## config.mk

```make
export PLATFORM = sky130hd
export DESIGN_NAME = cpu_write_capture
export DESIGN_NICKNAME = d
export VERILOG_FILES = /design/src/rtl/cpu_write_capture.sv
export SDC_FILE = /design/constraint.sdc
export NUM_CORES = 1
export LEC_CHECK = 0
export ABC_AREA = 1
export CAP_MARGIN = 20
export CELL_PAD_IN_SITES_DETAIL_PLACEMENT = 0
export CELL_PAD_IN_SITES_GLOBAL_PLACEMENT = 2
export CORE_ASPECT_RATIO = 0.5
export CORE_MARGIN = 2
export CORE_UTILIZATION = 41
export DETAILED_ROUTE_END_ITERATION = 7
export GPL_TIMING_DRIVEN = 0
export PLACE_DENSITY = 0.84
export SYNTH_ARGS = -nofsm -noshare
export SYNTH_HDL_FRONTEND = slang
export SYNTH_SLANG_ARGS = --single-unit
```

## constraint.sdc

```tcl
create_clock -name clk -period 3.3 [get_ports clk]
set_clock_uncertainty 0.15 [all_clocks]
set_input_delay 0.99 -clock clk [delete_from_list [all_inputs] [get_ports clk]]
set_output_delay 0.99 -clock clk [all_outputs]
set_load 0.02 [all_outputs]
```

## src/rtl/cpu_write_capture.sv

```systemverilog
// Captures CPU writes into a shadow register file and an in-order FWFT record FIFO; head visible one cycle after capture, rd_data one cycle after rd_addr.
// Drain uses valid/ready; a capture into a full FIFO with no pop that cycle is dropped and sets sticky overflow.
module cpu_write_capture #(
    parameter int DEPTH  = 4,
    parameter int ADDR_W = 4,
    parameter int DATA_W = 8
) (
    input  logic                     clk,
    input  logic                     reset,
    input  logic                     halt,
    input  logic                     wr_en,
    input  logic [ADDR_W-1:0]        write_addr,
    input  logic [DATA_W-1:0]        write_data,
    input  logic [ADDR_W-1:0]        rd_addr,
    output logic [DATA_W-1:0]        rd_data,
    output logic                     out_valid,
    output logic [ADDR_W-1:0]        out_addr,
    output logic [DATA_W-1:0]        out_data,
    input  logic                     out_ready,
    output logic [$clog2(DEPTH):0]   count,
    output logic                     overflow,
    output logic [7:0]               write_count
);
    localparam int PTR_W = $clog2(DEPTH);
    localparam int CNT_W = PTR_W + 1;
    localparam int NREGS = 2 ** ADDR_W;

    logic [DATA_W-1:0] shadow    [NREGS];
    logic [ADDR_W-1:0] fifo_addr [DEPTH];
    logic [DATA_W-1:0] fifo_data [DEPTH];
    logic [PTR_W-1:0]  wr_ptr;
    logic [PTR_W-1:0]  rd_ptr;

    logic capture;
    logic pop;
    logic full;
    logic push;
    logic drop;

    always_comb begin
        capture = wr_en && !halt;
        out_valid = (count != '0);
        pop  = out_valid && out_ready;
        full = (count == CNT_W'(DEPTH));
        // A pop frees the head slot in the same edge, so a full FIFO can still accept.
        push = capture && (!full || pop);
        drop = capture && full && !pop;
        out_addr = out_valid ? fifo_addr[rd_ptr] : '0;
        out_data = out_valid ? fifo_data[rd_ptr] : '0;
    end

    // Record storage needs no reset: occupancy alone decides what is visible.
    always_ff @(posedge clk) begin
        if (!reset && push) begin
            fifo_addr[wr_ptr] <= write_addr;
            fifo_data[wr_ptr] <= write_data;
        end
    end

    always_ff @(posedge clk) begin
        if (reset) begin
            for (int i = 0; i < NREGS; i++) begin
                shadow[ADDR_W'(i)] <= '0;
            end
            wr_ptr      <= '0;
            rd_ptr      <= '0;
            count       <= '0;
            overflow    <= 1'b0;
            write_count <= 8'd0;
            rd_data     <= '0;
        end else begin
            rd_data <= shadow[rd_addr];
            if (capture) begin
                shadow[write_addr] <= write_data;
            end
            if (push) begin
                wr_ptr <= wr_ptr + PTR_W'(1);
            end
            if (pop) begin
                rd_ptr <= rd_ptr + PTR_W'(1);
            end
            case ({push, pop})
                2'b10:   count <= count + CNT_W'(1);
                2'b01:   count <= count - CNT_W'(1);
                default: count <= count;
            endcase
            if (drop) begin
                overflow <= 1'b1;
            end
            if (capture && write_count != 8'hFF) begin
                write_count <= write_count + 8'd1;
            end
        end
    end
endmodule

```

# After elaboration in Yosys (flattened, before gate mapping)
# Memory sizes are Yosys's and may differ from the RTL's. A register that Yosys moved wholly into a read port is not among the register bits.
# Index checks and enable logic that the tools add are counted.
[op_classes]
muxes = 17
n_eq_ne = 4
reduce_logical = 15
addsub = 5
[op_table]
columns = ["cell", "count"]
rows = [
  ["8-bit 2-to-1 mux", 2],
  ["8-bit by 1-bit adder with 8-bit output (second input constant)", 1],
  ["1-bit 2-to-1 mux", 8],
  ["2-bit 2-to-1 mux", 4],
  ["4-bit 2-to-1 mux", 2],
  ["8-bit != test (second input constant)", 1],
  ["8-bit OR reduction", 1],
  ["1-bit logical AND", 7],
  ["3-bit one-hot mux with 2 select lines", 1],
  ["2-bit by 1-bit adder with 2-bit output (second input constant)", 2],
  ["1-bit zero test", 4],
  ["3-bit by 1-bit adder with 3-bit output (second input constant)", 1],
  ["3-bit equality test (second input constant)", 1],
  ["3-bit nonzero test", 1],
  ["3-bit by 1-bit subtractor with 3-bit output (second input constant)", 1],
  ["2-bit by 1-bit equality test with 1-bit output (second input constant)", 1],
  ["2-bit equality test (second input constant)", 1],
  ["2-bit nonzero test", 1],
  ["1-bit logical OR", 1],
]
[totals]
register_bits = 16
n_memories = 3
ramBits = 176
output_inout_bits = 33
[mem_list]
columns = ["memory", "words", "width", "rd", "rd_ports_with_merged_regs", "wr", "line_no", "text"]
rows = [
  ["shadow", 16, 8, 1, 1, 16, "28", "logic [DATA_W-1:0] shadow [NREGS];"],
  ["fifo_data", 4, 8, 1, 1, 1, "30", "logic [DATA_W-1:0] fifo_data [DEPTH];"],
  ["fifo_addr", 4, 4, 1, 1, 1, "29", "logic [ADDR_W-1:0] fifo_addr [DEPTH];"],
]

# Depth between registers and ports, before layout
# Gate-level depths: netlist of run 1.
[depth]
depth_word = 7
mapped_depth = 11
mapped_depth_nobuf = 11

# Least setup slack after synthesis of run 1
# No wires, ideal clock.
[synth_timing]
kind = "register -> output"
from = "register count[0]"
to = "output port out_addr[0]"
path_buffers = 1
stages_incl_launch_ff = 6
required_ps = 2160
arrival_ps = 1392
slack_ps = 768
path_cell_list = "dfxtp_1 nor2_1 nand2_1 inv_1 clkbuf_1 a21oi_1"
[synth_between]
elab_chain_len = 2
[synth_lines]
columns = ["element", "line_no", "text"]
rows = [
  ["start: declaration", "20", "output logic [$clog2(DEPTH):0] count,"],
  ["start signal: assignment", "83", "2'b10: count <= count + CNT_W'(1);"],
  ["start signal: assignment", "84", "2'b01: count <= count - CNT_W'(1);"],
  ["start signal: assignment", "85", "default: count <= count;"],
  ["3-bit nonzero test", "42", "out_valid = (count != '0);"],
  ["net out_valid", "16", "output logic out_valid,"],
  ["4-bit 2-to-1 mux", "48", "out_addr = out_valid ? fifo_addr[rd_ptr] : '0;"],
  ["end: declaration", "17", "output logic [ADDR_W-1:0] out_addr,"],
]
# The timed path passes the listed nets, and every way through them passes these cells.

==> run summary, run 1 <==
Register-to-register setup slack - 1.34 ns
Fin nets - 1081
Die H - 109 um
Reg-to-Reg Start - count[1]$_SDFFE_PP0P_
First-pass GRT wire length - 36800 um
DR vias - 6778
DRC viols - 0
Row cnt - 38
Most frequent cells in the layout - 246 x nand2_1, 198 x nor2_1, 176 x edfxtp_1, 107 x inv_1, 87 x nand3_1
Area Overhead vs Synth - 16.8%
Syn Nets - 1005
Syn. warnings - 0
Distinct cells, synth - 22
Seq/Total Area, Yosys - 64.0%
Total grt overflow - 0
Clk root buf - clkbuf_16
TritonCTS Sinks - 202
Outcome - complete, no violations
Initial antenna violation count - 0
Worst-path clk slew - 0.06 ns
Sw power - 1.59 mW
Syn Area/Cell - 9.28 um2
Most common cell after layout, fill and taps aside - nand2_1
Relative slew margins - 38.7%
Worst-Skew Late Latency - 0.50 ns
Largest net degree at the start of global routing - 16
Max frequency - 0.320 GHz
Initial Util - 41.9%
Placed wire-length estimate - 16900 um
DP Worst Slack - -0.275 ns
N_diodes - 0
DR WL/cell - 17.7 um
Sequential share of power - 49.0%
Cell Area, Synth - 9080 um2
Port bufs - 50
Worst hold start - rd_ptr[0]$_SDFFE_PP0P_
CP Launch Type - flop
Worst hold margin - 0.325 ns
Critical path arrival - 1.99 ns
Max Cap Viol - 0
Die area - 23400 um2
Leakage - 4.44 nW
Remaining antenna violation count - 0
Setup Buffers After CTS - 0
H-tree levels - 1
Multi-input logic area - 2670 um2
Biggest area consumer among synthesized cells - edfxtp_1
Hold Path Stages - 1
CTS tree - built
Top post-synthesis cells by area - edfxtp_1 58%, nand2_1 10%, nor2_1 8.2%
Combinational share of power - 14.3%
Critical path required time - 2.16 ns
Setup ws final - 0.175 ns
Internal power - 4.41 mW
Io pins - 54
Gr usage total - 21.1%
Total chip power - 6.00 mW
Switching share of power - 26.5%
Hold Path Class - flop to flop
CP max FO - 10
FF/Latch Area - 5810 um2
Flops & latches, synth - 202
Slew @ Worst Pin - 0.919 ns
Setup Crit Path Kind - flop to output pin
Number of global-route vias before repair - 6349
DR vias/cell - 4.95
CORE AREA - 21700 um2
Final Max Tran Viols - 0
Setup crit end kind - output pin
Filler cells - 2098
FF-to-FF End - count[2]$_SDFFE_PP0P_
Max VDD drop - 0.320 mV
Total Wirelength - 24300 um
Share of layout cells above drive strength 1 - 6.55%
Fin crit share - 94.7%
Area share of the largest cell type after synthesis - 58.2%
Post-route minimum period - 3.13 ns
Clk buf depth - 3
Die width - 214 um
Final setup viols - 0
Cts bufs inserted - 20
RSZ-0062 raised after global routing - false
Detailed router's first-iteration violation count - 621
Worst-case reg-to-reg path depth - 11
Pwr dens - 566 nW/um2
Pre-Repair DR Iteration Count - 5
RD Place Congestion - 0.943
Clock power share - 36.7%
Final Hold Fails - 0
Mapped Cells - 978
sequential cells by signal, indices dropped and copies added (netlist names), named ones only:
register     count
shadow         128
fifo_data       32
fifo_addr       16
rd_data          8
write_count      8
count            3
rd_ptr           2
wr_ptr           2
overflow         1
metrics by stage:
step / TNS (ns) / utilization (%) / instance area (um2) / instances
after floorplan: 0 / - / 9080 / 978
after global placement: -17.29 / 45.9 / 9950 / 1328
after detailed placement: -19.84 / 45.9 / 9950 / 1328
after CTS: 0 / 48.7 / 10600 / 1364
after global routing: 0 / 48.9 / 10600 / 1368
final: 0 / 48.9 / 10600 / 1368
synth_stat cells:
cell and n:
inv_2 2, a41oi_1 1, inv_1 107, nor2_1 198
o21ai_0 34, buf_4 2, clkbuf_1 26, nor3_1 1
nor2_2 2, nand2_4 1, nor3_4 2, nand3_1 87
buf_2 16, nor2_4 1, fa_1 1, nand2_1 246
nand2_2 8, nand4_1 3, a21oi_1 33, ha_1 5
dfxtp_1 26, edfxtp_1 176
logic make-up after synthesis:
kind of cell               synth area share, %
and+or+nand+nor                           24.7
AOI/OAI and AO/OA                         3.79
DFF                                       64.0
adders and majority gates                0.910
buffers and inverters                     6.63
layout make-up:
cell class / instances / area share, %
flip-flops and latches: 202 / 54.8
plain buffers: 44 / 1.91
repair buffers: 54 / 4.86
inverters: 109 / 3.86
clock buffers: 32 / 5.63
well taps: 300 / 3.54
multi-input cells: 623 / 25.2
clock inverters: 4 / 0.224
how the worst max path moves through the flow:
stage,from,endpoint,slack [ns],cells after the start
floorplan,count[0]$_SDFFE_PP0P_,out_addr[0],0.77,5
global placement,reset,fifo_data[0][4]$_DFFE_PP_,-0.21,5
detailed placement,reset,fifo_data[0][6]$_DFFE_PP_,-0.27,5
CTS,flop,out_addr[1],0.14,5
global route,flop,out_addr[3],0.01,6
finish,flop,out_data[5],0.17,6
metal layers:
metal / track usage (%) / part of all wire (%)
met5: 0 / 0
met4: 3.03 / 1.1
met3: 2.79 / 4.9
met2: 34.4 / 45
met1: 31.0 / 49
power groups by stage:
stage	Clock [mW]	Sequential [mW]	Combinational, mW
after floorplan	0	3.01	0.488
after global placement	0	2.99	0.888
after detailed placement	0	2.99	0.890
after CTS	2.24	2.94	0.862
after global routing	2.35	2.95	0.945
final	2.20	2.94	0.857
critical path: stages, from the launching register on:
cell,delay [ns]
dfxtp_1,0.29
buf_2,0.16
inv_2,0.10
clkbuf_2,0.25
o21ai_0,0.13
a21oi_1,0.21
dlygate4sd2_1,0.36
repair_timing:
| action | CTS | global route |
|---|---|---|
| endpoints found under the setup margin | 12 | 0 |
| gates resized for setup | 18 | 0 |
| hold buffers | 0 | 0 |
| hold endpoints to repair | 0 | 0 |
Power figures use the tool's default switching activity.
==> inputs of run 2 (changes only) <==
- CORE_UTILIZATION: 41 -> 38
- PLACE_DENSITY: 0.84 -> 0.79
- clock period: 3.3 -> 2.9 ns (I/O delays scaled with it)
==> run 2 against run 1 <==
Compared with the run above: first-iteration DRC count is 20% lower; critical path depth is 1 higher; die area is 7.7% higher; critical path type unchanged; critical endpoint is now out_data[1].
==> run summary, run 2 (synthesis results as in run 1) <==
DRC viols - 0 (unchanged)
FF/Latch Area - 5810 um2 (about the same)
Outcome - complete, no violations (unchanged)
CP bufs+invs - 3 (was 4)
Fin nets - 1079 (was 1081)
Number of global-route vias before repair - 6367 (was 6349)
Remaining antenna violation count - 0 (unchanged)
N_diodes - 0 (unchanged)
Placed wire-length estimate - 17400 um (was 16900 um)
Detailed router's first-iteration violation count - 495 (was 621)
CP max FO - 10 (unchanged)
Max VDD drop - 0.351 mV (was 0.320 mV)
Setup Crit Path Kind - flop to output pin (unchanged)
Relative slew margins - 29.3% (was 38.7%)
Die area - 25200 um2 (was 23400 um2)
Port bufs - 50 (unchanged)
Worst-Skew Late Latency - 0.51 ns (was 0.50 ns)
Setup crit end kind - output pin (unchanged)
Area Overhead vs Synth - 17.2% (was 16.8%)
First-pass GRT wire length - 37700 um (was 36800 um)
Max frequency - 0.357 GHz
Most frequent cells in the layout - 238 x nand2_1, 198 x nor2_1, 176 x edfxtp_1, 107 x inv_1, 87 x nand3_1 (was 246 x nand2_1, 198 x nor2_1, 176 x edfxtp_1, 107 x inv_1, 87 x nand3_1)
DR vias - 6669 (was 6778)
Leakage - 4.42 nW (was 4.44 nW)
Hold Path Stages - 1 (unchanged)
TritonCTS Sinks - 202 (unchanged)
Hold Path Class - flop to flop (unchanged)
Max reg flops - 128 (unchanged)
Setup Buffers After CTS - 0 (unchanged)
RSZ-0062 raised after global routing - true (was false)
Largest net degree at the start of global routing - 15 (was 16)
Crit path max-delay family - buffers and inverters (unchanged)
CTS tree - built (unchanged)
Initial antenna violation count - 0 (unchanged)
Worst-path clk slew - 0.06 ns (about the same)
CP Launch Type - flop (unchanged)
Critical path arrival - 1.78 ns (was 1.99 ns)
Total grt overflow - 0 (unchanged)
Cts bufs inserted - 20 (unchanged)
Clk buf depth - 3 (unchanged)
CORE AREA - 23100 um2 (was 21700 um2)
Final Hold Fails - 0 (unchanged)
Most common cell after layout, fill and taps aside - nand2_1 (unchanged)
DR vias/cell - 4.86 (was 4.95)
Most flops, register - shadow (unchanged)
Final setup viols - 0 (unchanged)
Final Max Tran Viols - 0 (unchanged)
Io pins - 54 (unchanged)
Post-route minimum period - 2.80 ns
RD Place Congestion - 0.879 (was 0.943)
Final core utilization - 46.0% (was 48.9%)
Highest-delay cell along the critical path - dfxtp_1 (was dlygate4sd2_1)
Clk root buf - clkbuf_16 (unchanged)
Slew @ Worst Pin - 1.06 ns (was 0.919 ns)
Total chip power - 6.93 mW (was 6.00 mW)
Cts hold-fix bufs - 0 (unchanged)
Fin crit share - 96.6%
Most used cell along the critical path - nor2_1
DR WL/cell - 18.2 um (was 17.7 um)
Total Wirelength - 24900 um (was 24300 um)
Row cnt - 39 (was 38)
Pre-Repair DR Iteration Count - 5 (unchanged)
Multi-input logic area - 2700 um2 (was 2670 um2)
Die H - 113 um (was 109 um)
Max incr delay on CP - 0.31 ns (was 0.36 ns)
Biggest regs - shadow (128), fifo_data (32), fifo_addr (16) (unchanged)
H-tree levels - 1 (unchanged)
Die width - 223 um (was 214 um)
Critical Path Stages - 7 (was 6)
Critical Path, Cell by Cell - buf_4, buf_6, nor2_1, nor2_1, o21ai_0, a21oi_1, clkdlybuf4s15_2 (was buf_2, inv_2, clkbuf_2, o21ai_0, a21oi_1, dlygate4sd2_1)
Gr usage total - 20.1% (was 21.1%)
Pwr dens - 651 nW/um2 (was 566 nW/um2)
Share of layout cells above drive strength 1 - 8.54% (was 6.55%)
Max Cap Viol - 0 (unchanged)
Worst-case reg-to-reg path depth - 4 (was 11)
Critical path required time - 1.88 ns (was 2.16 ns)
Filler cells - 2287 (was 2098)
Initial Util - 39.2% (was 41.9%)
[run 2: cell types whose count changed in the layout (fill, tap and decap cells not counted), moves of 2 or more]
cell             delta
clkinv_2            -2
nand2_1             -8
buf_6               +5
nand2_2             +8
a21oi_1             -2
a21oi_2             +2
dlygate4sd2_1      -12
buf_2               +5
dfxtp_1             -2
clkbuf_1            -4
clkinv_1            +4
dfxtp_2             +2
clkdlybuf4s15_2     +2
[run 2: power breakdown]
group | switching [mW] | leakage [nW] | internal (mW)
registers | 0.0474 | 1.87 | 3.30
logic | 0.685 | 2.25 | 0.324
clock network | 1.11 | 0.304 | 1.46
[run 2: layer usage]
metal  wire length (um)  part of all wire (%)  GRT usage, %
met5                  0                     0             0
met4                327                   1.3          3.22
met3               1180                   4.7          3.12
met2              11100                    44          31.8
met1              12300                    49          29.7
[run 2: cell type report]
cell class / count / share of cell area [%]
plain buffers: 44 / 2.14
clock buffers: 28 / 5.38
clock inverters: 7 / 0.541
inverters: 109 / 3.85
multi-input cells: 623 / 25.4
flip-flops and latches: 202 / 54.6
well taps: 307 / 3.61
repair buffers: 52 / 4.52
[run 2: path summary, 6_finish.rpt]
kind	slack, ns	end	start
worst max-delay path	0.1	out_data[1]	flop
worst max register to register	0.79	fifo_data[1][2]$_DFFE_PP_	count[1]$_SDFFE_PP0P_
worst min register to register	0.33	rd_ptr[0]$_SDFFE_PP0P_	rd_ptr[0]$_SDFFE_PP0P_
worst min-delay path	0.33	rd_ptr[0]$_SDFFE_PP0P_	rd_ptr[0]$_SDFFE_PP0P_
[run 2: stage by stage]
stage	setup slack (ns)	setup TNS [ns]	instances	hold WS, ns	instance area, um2
after global placement	-0.559	-73.27	1335	0.304	9960
final	0.0976	0	1372	0.331	10600
after CTS	-0.0233	-0.0233	1372	0.330	10700
after global routing	-0.0954	-2.01	1372	0.353	10600
after detailed placement	-0.474	-70.40	1337	0.316	9980
after floorplan	0.488	0	978	0.294	9080
[run 2: timing repair]
action,4_1_cts,5_1_grt
pin swaps,1,2
endpoints found under the setup margin,12,93
gates cloned,0,0
hold endpoints to repair,0,0
resized for setup,49,28
[run 2: worst register-to-register path, cell delays in order, from the launching register on]
cell and delay [ns]:
dfxtp_1 0.37, nor2_1 0.08, nand2_1 0.15, nand3_1 0.15, nor2_1 0.83
==> variant 1, RTL diff (settings of run 2) <==
Put one more register stage on the output `write_count`, with the module's reset. The value now appears one clock later. The other outputs are not delayed to match.
--- a/src/rtl/cpu_write_capture.sv
+++ b/src/rtl/cpu_write_capture.sv
@@ -24,6 +24,8 @@
     localparam int PTR_W = $clog2(DEPTH);
     localparam int CNT_W = PTR_W + 1;
     localparam int NREGS = 2 ** ADDR_W;
+
+    logic [7:0] write_count_s0;
 
     logic [DATA_W-1:0] shadow    [NREGS];
     logic [ADDR_W-1:0] fifo_addr [DEPTH];
@@ -66,7 +68,7 @@
             rd_ptr      <= '0;
             count       <= '0;
             overflow    <= 1'b0;
-            write_count <= 8'd0;
+            write_count_s0 <= 8'd0;
             rd_data     <= '0;
         end else begin
             rd_data <= shadow[rd_addr];
@@ -87,10 +89,18 @@
             if (drop) begin
                 overflow <= 1'b1;
             end
-            if (capture && write_count != 8'hFF) begin
-                write_count <= write_count + 8'd1;
+            if (capture && write_count_s0 != 8'hFF) begin
+                write_count_s0 <= write_count_s0 + 8'd1;
             end
         end
     end
+    always_ff @(posedge clk) begin
+        if (reset) begin
+            write_count <= '0;
+        end else begin
+            write_count <= write_count_s0;
+        end
+    end
+
 endmodule
 
Behaviour: not the same (Yosys sat finds a counterexample within 4 cycles, from zero or initial values and one cycle with reset high).
==> variant 1 against run 2 <==
- total power is 4.0% higher
- fmax is 1.4% higher
- final cell count is 3.9% higher
- clock power is 7% higher
- via count is 3.5% higher
- synthesized area is 2.9% higher
- first-iteration DRC count is 0.20% lower
- sequential cell count is 8 higher
- wire length is 0.37% higher
- final area is 3.0% higher
- setup slack better by 0.039 ns
- register-to-register slack better by 0.09 ns
- worst hold slack worse by 0.034 ns
==> variant 1: results (changes against run 2) <==
Synth
The number of library cell types mapped by synthesis is 24 (+9.1%). The mean cell area of the mapped netlist is 9.35 µm² (+0.73%). The synthesized netlist net count was 1026 (+2.1%).

After synthesis, the cell types taking the most area are sky130_fd_sc_hd__edfxtp_1 (57%), sky130_fd_sc_hd__nand2_1 (9.6%), sky130_fd_sc_hd__nor2_1 (8.4%). The sequential cell area fraction in the yosys report is 63.9% (-0.084 points). In the synthesized netlist, the cells that appear most often are sky130_fd_sc_hd__nand2_1 (239), sky130_fd_sc_hd__nor2_1 (210), sky130_fd_sc_hd__edfxtp_1 (176).

Finish
The number of nets in the final layout is 1101 (+2.0%). The share of cells above drive strength 1 came to 8.54% (about the same).

Global routing
The met1 layer usage reported by global route is 28.3% (-1.4 points). The via count of the first global-routing pass is 6596 (+3.6%). The met2 track utilization from global routing came to 31.4% (-0.34 points). The total global routing track utilization was 19.7% (-0.32 points).

The met3 capacity usage during global routing is 3.07% (-0.049 points). The global-route wire length before repair is 38.0 mm (+0.70%).

Clock network
The number of CTS-inserted buffers came to 21 (+5.0%). The number of cells upsized or downsized after cts is 57 (+16%). The clock latency at the later pin of the worst-skew pair is 0.51 ns (about the same).

Placed design
The total half-perimeter wirelength after legalization and detailed placement is 17.6 mm (+0.84%). The worst setup slack before clock tree synthesis is -0.566 ns (-0.0927 ns). The placer congestion estimate is 0.875 (-0.50%). The count of input and output buffers was 49 (-2.0%).

The instance area at placement is 10300 µm² (+2.9%).

Drt
The wire length on met3 came to 1.41 mm (+20%). The routed length per instance is 17.5 µm (-3.4%). The met1 layer wirelength in the final routing is 11.8 mm (-4.4%).

Worst setup path
The arrival time reported for the critical path endpoint was 1.74 ns (-0.04 ns).

Pwr
The largest voltage drop on the vdd net is 0.393 mV (+12%). The leakage power of the design was 4.63 nW (+4.8%).

Status
The flow ran to the end, and the final reports show no timing, DRC or antenna violations.
==> variant 1: cell types whose count changed after synthesis, moves of 2 or more <==
cell,delta
sky130_fd_sc_hd__nand2_1,-7
sky130_fd_sc_hd__buf_4,-2
sky130_fd_sc_hd__dfxtp_1,+8
sky130_fd_sc_hd__inv_1,+2
sky130_fd_sc_hd__xor2_1,+2
sky130_fd_sc_hd__clkbuf_1,+2
sky130_fd_sc_hd__nand2_4,+8
sky130_fd_sc_hd__nor2_1,+12
sky130_fd_sc_hd__buf_1,+2
sky130_fd_sc_hd__nand2_2,-4
sky130_fd_sc_hd__a21oi_1,-2
==> variant 1: layout make-up <==
| class | instances | area (µm²) | area share [%] |
|---|---|---|---|
| plain buffers | 46 | 238 | 2.17 |
| clock buffers | 32 | 587 | 5.35 |
| clock inverters | 6 | 87.6 | 0.799 |
| inverters | 112 | 422 | 3.85 |
| multi-input cells | 631 | 2780 | 25.3 |
| flip-flops and latches | 210 | 5970 | 54.4 |
| well taps | 336 | 420 | 3.84 |
| repair buffers | 52 | 463 | 4.22 |
==> variant 1: power breakdown <==
part / internal, mW / switching, mW / leakage (nW)
clock: 1.58 / 1.17 / 0.329
sequential: 3.41 / 0.0490 / 1.93
combinational: 0.318 / 0.683 / 2.37
total: 5.31 / 1.90 / 4.63
==> variant 1: worst paths after layout <==
check                    startpoint              end  slack (ns)  cells past startpoint
setup / recovery           register      out_data[5]        0.14                      6
hold / removal    write_count_s0[7]   write_count[7]        0.30                      2
setup reg to reg           count[0]  fifo_data[1][3]        0.88                      5
hold reg to reg   write_count_s0[7]   write_count[7]        0.30                      2
==> variant 1: cells by family after synthesis <==
group	Yosys count	share of synthesized area, %
compound gates	66	3.56
xor+xnor	2	0.188
fa+ha+maj	6	0.884
buf+inv	158	6.58
flops	210	63.9
simple gates	557	24.9
==> variant 2, RTL diff (settings of run 2) <==
Without the edit above. Change the parameter `DATA_W` from 8 to 12.
--- a/src/rtl/cpu_write_capture.sv
+++ b/src/rtl/cpu_write_capture.sv
@@ -3,7 +3,7 @@
 module cpu_write_capture #(
     parameter int DEPTH  = 4,
     parameter int ADDR_W = 4,
-    parameter int DATA_W = 8
+    parameter int DATA_W = 12
 ) (
     input  logic                     clk,
     input  logic                     reset,
Interface: changed (resized out_data, rd_data and write_data); port bits go from 54 to 66. The function was not compared with the original's and may differ.
==> variant 2 against run 2 <==
- setup slack got worse by 0.0047 ns
- synthesized area increased by 43%
- worst hold slack got worse by 0.011 ns
- wire length increased by 59%
- via count increased by 43%
- non-clock buffer count increased by 52
- global-route usage increased by 2.4 points
- sequential cell count increased by 84
- final area increased by 42%
- sequential share of layout area increased by 0.23 points
- synthesized cell count increased by 40%
- largest power group unchanged
- total power increased by 40%
- largest cell class unchanged
==> variant 2: results (changes against run 2) <==
Status
The run finished with clean final reports.

Global routing
The total global routing track utilization is 22.5% (+2.4 points). The number of antenna violations at the first check in global routing is 0 (unchanged). The largest net degree at the start of global routing is 17 (+2).

The global-route wire length before repair came to 58.6 mm (+56%). The via count of the first global-routing pass is 9072 (+42%).

Drt
The DRC marker count from the first detailed-route iteration is 841 (+70%). The detailed-routing iteration count for the pre-antenna-repair pass came to 5 (unchanged). The vias per cell came to 4.97 (+2.2%). The routed length per instance came to 20.5 µm (+13%).

Placed design
The worst setup slack before clock tree synthesis is -0.826 ns (-0.352 ns). The count of input and output buffers is 62 (+24%). The total half-perimeter wirelength after legalization and detailed placement is 27.3 mm (+56%).

The placer congestion estimate came to 0.876 (-0.36%).

Clock network
The cell chosen for the clock root is sky130_fd_sc_hd__clkbuf_16. The maximum buffer depth of the clock tree is 3 (unchanged). The post-CTS clock slew at the launch and capture registers of the worst setup and hold paths came to 0.06 ns (about the same). The H-tree depth is 1 (unchanged). The number of CTS-inserted buffers is 28 (+40%). The clock latency at the later pin of the worst-skew pair is 0.57 ns (+0.06 ns).

Pwr
The largest voltage drop on the vdd net was 0.465 mV (+32%). The cell-internal power is 7.05 mW (+39%). The leakage power of the design is 6.29 nW (+42%).

Finish
The number of inserted diodes is 0 (unchanged). The final cell count without fillers came to 1927 (+40%). The number of nets in the final layout came to 1495 (+39%). The share of cells above drive strength 1 is 10.3% (+1.8 points). The largest registers in the layout are shadow x192, fifo_data x48, fifo_addr x16.

Synth
Ranked by instance count, the synthesized netlist is headed by sky130_fd_sc_hd__nand2_1 (342), sky130_fd_sc_hd__nor2_1 (278), sky130_fd_sc_hd__edfxtp_1 (256). The sequential cell area fraction in the yosys report is 63.9% (about the same). By area the synthesized netlist is led by sky130_fd_sc_hd__edfxtp_1 (59%), sky130_fd_sc_hd__nand2_1 (9.9%), sky130_fd_sc_hd__nor2_1 (8.1%). The count of flip-flops with a built-in enable after synthesis was 256 (+45%). The number of library cell types mapped by synthesis is 24 (+9.1%). The mean cell area of the mapped netlist is 9.48 µm² (+2.1%). The async set or reset register ratio after synthesis is 0% (unchanged). The number of synthesis warnings was 0 (unchanged).

The synthesized netlist net count is 1399 (+39%).

Worst setup path
The largest stage delay on the critical path is 0.38 ns (+0.07 ns). In this design, the largest share of critical-path delay is due to buffers and inverters. The arrival time reported for the critical path endpoint is 1.79 ns.

The highest net fanout along the worst path is 10 (unchanged). Among all stages on the critical path, the largest delay is contributed by sky130_fd_sc_hd__dfxtp_1.

Hold path
The path category of the worst min-delay check is register to register.

Timing
The actual transition at the worst max-transition pin is 1.08 ns (+0.0209 ns).
-- variant 2: power groups by stage --
stage          clock [mW]  sequential, mW  combinational (mW)
2_1_floorplan           0            4.85               0.750
3_3_place_gp            0            4.83                1.39
6_report             3.51            4.75                1.43
4_1_cts              3.56            4.75                1.40
3_5_place_dp            0            4.84                1.41
5_1_grt              3.71            4.76                1.55
-- variant 2: layout make-up --
class	count	area, µm²
Timing Repair Buffer	66	593
Clock buffer	49	821
Multi-Input combinational cell	855	3680
Fill cell	3161	18200
Tap cell	441	552
Buffer	82	607
Clock inverter	3	26.3
Inverter	145	547
Sequential cell	286	8290
-- variant 2: worst paths after layout --
path,endpoint,slack (ns),start,cells past startpoint
max,out_data[9],0.09,count[1],6
min,rd_ptr[1],0.32,rd_ptr[1],2
max reg2reg,fifo_data[3][1],0.76,count[1],4
min reg2reg,rd_ptr[1],0.32,rd_ptr[1],2
-- variant 2: cell families (layout without fill, tap and decap cells) --
family | count (synthesis) | in the layout | synth area share (%)
AOI/OAI and AO/OA | 84 | 84 | 3.27
DFF | 286 | 286 | 63.9
adders and majority gates | 6 | 6 | 0.637
and+or+nand+nor | 765 | 765 | 24.0
buffers and inverters | 227 | 345 | 8.14
-- variant 2: through the flow --
stage	setup TNS, ns	total power [mW]	area, µm²
CTS	-0.00753	9.70	15000
global placement	-173.34	6.22	14100
finish	0	9.68	15100
detailed placement	-155.31	6.24	14200
global route	-0.00176	10.0	15100
floorplan	0	5.60	13000
-- variant 2: what timing repair did --
item	4_1_cts	5_1_grt
buffers inserted	0	2
pin swaps	0	4
gates resized for setup	101	31
setup endpoints to repair	136	152
-- variant 2: worst register-to-register path: stages, from the launching register on --
cell and delay (ns):
sky130_fd_sc_hd__dfxtp_1 0.38, sky130_fd_sc_hd__nor2_1 0.07, sky130_fd_sc_hd__nand2_1 0.17, sky130_fd_sc_hd__nand3_1 0.22, sky130_fd_sc_hd__nor2_2 0.78
-- variant 2: metal layers --
layer  part of all wire, %  track usage (%)  up-vias
met5                     0                0        -
met4                   1.9             4.68        0
met2                    44             35.2      283
met3                   6.6             3.48       53
li1                      -                -     4604
met1                    47             33.2     4629
